### config.mk
export PLATFORM = sky130hd
export DESIGN_NAME = reg_bus_hub
export DESIGN_NICKNAME = d
export VERILOG_FILES = /design/src/rtl/reg_bus_hub.sv
export SDC_FILE = /design/constraint.sdc
export NUM_CORES = 1
export LEC_CHECK = 0
export BUFFER_PORTS_ARGS = -buffer_cell sky130_fd_sc_hd__buf_2
export CAP_MARGIN = 10
export CORE_MARGIN = 8
export CORE_UTILIZATION = 45
export CTS_BUF_LIST = sky130_fd_sc_hd__clkbuf_2
export DETAILED_ROUTE_END_ITERATION = 7
export GPL_TIMING_DRIVEN = 0
export PLACE_DENSITY_LB_ADDON = 0.1
export SLEW_MARGIN = 20
export SYNTH_ARGS = -nofsm -noshare
export SYNTH_HDL_FRONTEND = slang
export SYNTH_SLANG_ARGS = --single-unit
### constraint.sdc
create_clock -name clk -period 4.7 [get_ports clk]
set_clock_uncertainty 0.2 [all_clocks]
set_input_delay 0.47 -clock clk [delete_from_list [all_inputs] [get_ports clk]]
set_output_delay 0.47 -clock clk [all_outputs]
set_load 0.01 [all_outputs]
### src/rtl/reg_bus_hub.sv
// reg_bus_hub: registered transaction engine between the frame address
// decoder (master) and NUM_SLAVES register-file slaves.
//
// A master request is latched and broadcast to all slaves. The hub then waits
// for s_ack, reports completion or fault back to the master, and waits for the
// master to drop m_valid before it accepts another request.
//
// Ports
//   clk, rst           system clock, synchronous active-high reset
//   m_valid            master request (level, held until m_ack/m_fault)
//   m_address, m_data  request address / write data
//   m_ack              1-cycle pulse, transaction completed by a slave
//   m_fault            1-cycle pulse, timeout or multiple responders
//   m_rdata            read-back data, held until the next capture
//   m_rdata_valid      1-cycle pulse with m_ack when a slave returned data
//   s_valid            request broadcast to all slaves
//   s_address, s_data  latched request
//   s_ack              per-slave ack
//   s_data_out         per-slave read data, slave i at [i*DATA_W +: DATA_W]
//   s_data_out_valid   per-slave read-data qualifier
//   busy               high in any state except IDLE
//   err_code           sticky error: [0] timeout, [1] multiple ack
//   txn_count          count of m_ack transactions, wraps

// Per-slave lane: a slice only contributes read data when that slave both
// acks and qualifies its data.
module reg_bus_hub_lane #(
  parameter int DATA_W = 4
) (
  input  logic              ack,
  input  logic              dv,
  input  logic [DATA_W-1:0] data,
  output logic              hit,
  output logic [DATA_W-1:0] data_m
);
  assign hit    = ack & dv;
  assign data_m = hit ? data : '0;
endmodule

module reg_bus_hub #(
  parameter int NUM_SLAVES = 5,
  parameter int ADDR_W     = 4,
  parameter int DATA_W     = 4,
  parameter int TIMEOUT    = 15,
  parameter int CNT_W      = 8
) (
  input  logic                         clk,
  input  logic                         rst,
  input  logic                         m_valid,
  input  logic [ADDR_W-1:0]            m_address,
  input  logic [DATA_W-1:0]            m_data,
  output logic                         m_ack,
  output logic                         m_fault,
  output logic [DATA_W-1:0]            m_rdata,
  output logic                         m_rdata_valid,
  output logic                         s_valid,
  output logic [ADDR_W-1:0]            s_address,
  output logic [DATA_W-1:0]            s_data,
  input  logic [NUM_SLAVES-1:0]        s_ack,
  input  logic [NUM_SLAVES*DATA_W-1:0] s_data_out,
  input  logic [NUM_SLAVES-1:0]        s_data_out_valid,
  output logic                         busy,
  output logic [1:0]                   err_code,
  output logic [CNT_W-1:0]             txn_count
);

  typedef enum logic [1:0] {S_IDLE, S_WAIT, S_DONE} state_t;

  typedef struct packed {
    logic [ADDR_W-1:0] addr;
    logic [DATA_W-1:0] data;
  } req_t;

  localparam logic [7:0]            TMO_LAST = 8'(TIMEOUT - 1);
  localparam logic [NUM_SLAVES-1:0] ONE_S    = NUM_SLAVES'(1);

  state_t     state;
  req_t       req_q;
  logic [7:0] tmo_cnt;

  logic [NUM_SLAVES-1:0]             lane_hit;
  logic [NUM_SLAVES-1:0][DATA_W-1:0] lane_data;
  logic [DATA_W-1:0]                 rd_or;
  logic                              any_ack;
  logic                              multi_ack;

  genvar g;
  generate
    for (g = 0; g < NUM_SLAVES; g++) begin : g_lane
      reg_bus_hub_lane #(.DATA_W(DATA_W)) u_lane (
        .ack    (s_ack[g]),
        .dv     (s_data_out_valid[g]),
        .data   (s_data_out[g*DATA_W +: DATA_W]),
        .hit    (lane_hit[g]),
        .data_m (lane_data[g])
      );
    end
  endgenerate

  // Single ack selects one slice; multiple acks OR the qualified slices.
  always_comb begin
    rd_or = '0;
    for (int i = 0; i < NUM_SLAVES; i++) rd_or |= lane_data[i];
  end

  assign any_ack   = |s_ack;
  // x & (x-1) clears the lowest set bit; anything left means 2+ responders.
  assign multi_ack = |(s_ack & (s_ack - ONE_S));

  assign s_address = req_q.addr;
  assign s_data    = req_q.data;

  always_ff @(posedge clk) begin
    if (rst) begin
      state         <= S_IDLE;
      req_q         <= '0;
      tmo_cnt       <= '0;
      s_valid       <= 1'b0;
      m_ack         <= 1'b0;
      m_fault       <= 1'b0;
      m_rdata       <= '0;
      m_rdata_valid <= 1'b0;
      busy          <= 1'b0;
      err_code      <= 2'b00;
      txn_count     <= '0;
    end else begin
      m_ack         <= 1'b0;
      m_fault       <= 1'b0;
      m_rdata_valid <= 1'b0;
      case (state)
        S_IDLE: begin
          if (m_valid) begin
            req_q   <= '{addr: m_address, data: m_data};
            s_valid <= 1'b1;
            tmo_cnt <= '0;
            busy    <= 1'b1;
            state   <= S_WAIT;
          end
        end
        S_WAIT: begin
          // Any ack is checked before the timeout, so an ack on the last
          // allowed cycle completes the transaction normally.
          if (any_ack) begin
            m_ack     <= 1'b1;
            txn_count <= txn_count + CNT_W'(1);
            s_valid   <= 1'b0;
            state     <= S_DONE;
            if (|lane_hit) begin
              m_rdata       <= rd_or;
              m_rdata_valid <= 1'b1;
            end
            if (multi_ack) begin
              m_fault     <= 1'b1;
              err_code[1] <= 1'b1;
            end else begin
              err_code    <= 2'b00;
            end
          end else if (tmo_cnt == TMO_LAST) begin
            m_fault     <= 1'b1;
            err_code[0] <= 1'b1;
            s_valid     <= 1'b0;
            state       <= S_DONE;
          end else begin
            tmo_cnt <= tmo_cnt + 8'd1;
          end
        end
        S_DONE: begin
          // Hold here until the master lets go, so a level m_valid that is
          // still high after completion cannot launch a second request.
          if (!m_valid) begin
            busy  <= 1'b0;
            state <= S_IDLE;
          end
        end
        default: begin
          busy    <= 1'b0;
          s_valid <= 1'b0;
          state   <= S_IDLE;
        end
      endcase
    end
  end

endmodule

==> results by group <==
Run status
  • Run status: completed

Synth
  • Synthesized flop and latch total: 37
  • Post-synthesis simple-gate area fraction: 0.2796
  • Distinct cell type count after synthesis: 40
  • Mapped Area: 1831 um^2
  • Synth top area cells: dfxtp_1 (40%), nand3_1 (6.6%), a21oi_1 (5.5%)
  • Count leader, synth: dfxtp_1
  • Mapped Avg Cell Area: 8.172 um^2
  • Largest area contributor in the synthesized netlist: dfxtp_1
  • Post-synthesis xor/xnor area fraction: 0.03828
  • Sequential area share after synthesis: 0.4046
  • Synthesized instance count: 224
  • Post-synthesis adder-cell area fraction: 0.02051
  • Synth Area in Compound Gates: 0.2105
  • Async SR Flop Fraction: 0
  • Top-area cell type share of the netlist area: 0.4046
  • Post-synth EDFFs: 0
  • Main combinational cell family by area after synthesis: simple AND/OR/NAND/NOR gates
  • Post-synthesis mux area share: 0
  • Warnings from Yosys: 0
  • Top_reg_cell synth: dfxtp_1
  • Post-synth top cells: dfxtp_1 (37), nand3_1 (24), nand2_1 (21)
  • Synthesized net count: 268

Global route
  • Global-route wire length before repair: 8328 um
  • Overall routing resource usage: 0.1568
  • Vias in the first global route: 1894
  • Global route total overflow: 0
  • Initial antenna violation count: 0
  • Largest net degree at the start of global routing: 11

Cells and area
  • Area growth syn-to-layout: 22.76%
  • Share of cells above drive strength 1: 0.2517
  • Diodes inserted: 0
  • Filler instances: 405
  • Final instance area: 2247 um^2
  • Final nets: 338

CTS
  • # H-tree levels: 2
  • CTS tree: built
  • Worst-path clk slew: 0.18 ns
  • Clock Sinks: 37
  • Deepest clock path buffer count: 2
  • CTS Hold Bufs: 0
  • CTS resizes: 0
  • Number of buffers created by CTS: 5
  • Setup bufs post-CTS: 0
  • Clock root buffer: clkbuf_2
  • Clock Latency Late Sink: 0.38 ns

Timing
  • WHS: 0.09951 ns
  • Setup TNS: 0 ns
  • Slew Viols, Final: 0
  • Setup Viol. Count Final: 0
  • Period minus WS final: 2.305 ns
  • Max Freq: 433.8 MHz
  • Final hold vios: 0
  • RSZ-0062 raised after global routing: false
  • Max_slew headroom: 0.5695
  • Worst-margin pin slew: 0.6408 ns
  • Period utilisation layout: 0.4905

Power
  • Peak supply drop: 83.79 uV
  • Pleak: 0.9471 nW
  • Pwr per Cell Area: 252.6 nW/um^2

Critical path
  • CP Launch Type: input pin
  • Reg-to-reg setup timing slack: 2.45 ns
  • Worst EP arrival: 2.36 ns
  • Critical Path RT: 4.76 ns
  • Worst Path Max Fanout: 8
  • Crit. End Element: flop
  • Critical path class: in2reg

Detailed routing
  • Final WL: 4852 um
  • WL/cell: 14.10 um
  • ANT nets after route: 0
  • Residual DRC: 0
  • Via/cell ratio: 5.398
  • DRT iter0 DRCs: 84
  • Vias after detailed routing: 1857
  • Drt first pass iters: 4

Placed design
  • I/O Buffers: 63
  • RePlAce Congestion: 0.8569
  • DP HPWL: 3697 um
  • DP Area: 2208 um^2

Floorplanning
  • IO Pins: 68
  • Row count: 23
  • Vert. Die Dim: 79.78 um
  • Die area: 6365 um^2
  • CORE AREA: 3971 um^2
  • Die W: 79.78 um
  • Starting density of the core: 0.4609

Hold path
  • Worst Hold Class: in2reg

Job
  • Max Cap Violations: 0
==> critical path, cell delays in order <==
cell and delay [ns]:
buf_2 0.13, or4_4 0.55, or3_1 0.35, clkbuf_2 0.16
o21ai_0 0.51, o311ai_0 0.19
==> flip-flops by register name, indices dropped and copies added (netlist names) <==
name	count
s_data	4
m_ack	1
s_valid	1
m_rdata	4
busy	1
m_rdata_valid	1
state	2
tmo_cnt	8
s_address	4
m_fault	1
err_code	2
txn_count	8
==> cell type report <==
| cell class | count | area [um^2] | area share |
|---|---|---|---|
| Multi-Input combinational cell | 167 | 1010 | 0.4493 |
| Sequential cell | 37 | 740.7 | 0.3296 |
| Timing Repair Buffer | 63 | 315.3 | 0.1403 |
| Buffer | 16 | 70.07 | 0.03118 |
| Tap cell | 50 | 62.56 | 0.02784 |
| Clock buffer | 6 | 30.03 | 0.01336 |
| Inverter | 4 | 15.01 | 0.006682 |
| Clock inverter | 1 | 3.754 | 0.001670 |
==> final timing paths <==
check                    start            to  depth (start not counted)
hold / removal    m_address[2]  s_address[2]                          3
setup / recovery      s_ack[1]    tmo_cnt[4]                          6
hold reg to reg   s_address[3]  s_address[3]                          2
setup reg to reg      state[0]    tmo_cnt[4]                          5
==> power by group <==
group / switching [mW] / internal (mW)
registers: 0.00842 / 0.327
clock network: 0.101 / 0.0347
logic: 0.0558 / 0.0411
==> cell families (layout without fill, tap and decap cells) <==
group / Yosys count / after routing
buffers and inverters: 20 / 90
and+or+nand+nor: 98 / 98
DFF: 37 / 37
adders and majority gates: 3 / 3
AOI/OAI and AO/OA: 58 / 58
xor gates and xnor gates: 8 / 8
==> through the flow <==
stage          power [mW]    util  cells  worst slack, ns
2_1_floorplan      0.3956       -    224            2.233
3_3_place_gp       0.4372  0.5561    337            1.957
3_5_place_dp       0.4383  0.5561    337            1.986
4_1_cts            0.5723  0.5646    344            2.415
5_1_grt            0.5999  0.5658    344            2.240
6_report           0.5676  0.5658    344            2.395
==> cells in the final DEF (no fill, tap or decap), drive strengths merged, types with 2 or more instances in the layout <==
| master | n |
|---|---|
| nor2 | 13 |
| dfxtp | 37 |
| o2111ai | 2 |
| nor4 | 2 |
| o21ai | 5 |
| nand4b | 2 |
| or3 | 4 |
| clkbuf | 20 |
| and3 | 4 |
| nand2 | 21 |
| or4 | 3 |
| a221oi | 5 |
| nand3b | 4 |
| a31oi | 3 |
| o211ai | 8 |
| nand2b | 3 |
| nor2b | 3 |
| nor3 | 8 |
| a21oi | 20 |
| inv | 4 |
| buf | 65 |
| ha | 3 |
| xor2 | 7 |
| a211oi | 6 |
| and2 | 5 |
| o31ai | 2 |
| nand3 | 24 |
==> per-layer routing <==
layer	GRT usage	wire [um]	share of wire	vias up
met5	0	0	0	-
met4	0.02727	34	0.0070	0
met3	0.05856	365	0.075	4
met2	0.2681	2162	0.45	53
met1	0.1837	2290	0.47	829
li1	-	-	-	971
Power figures use the tool's default switching activity.
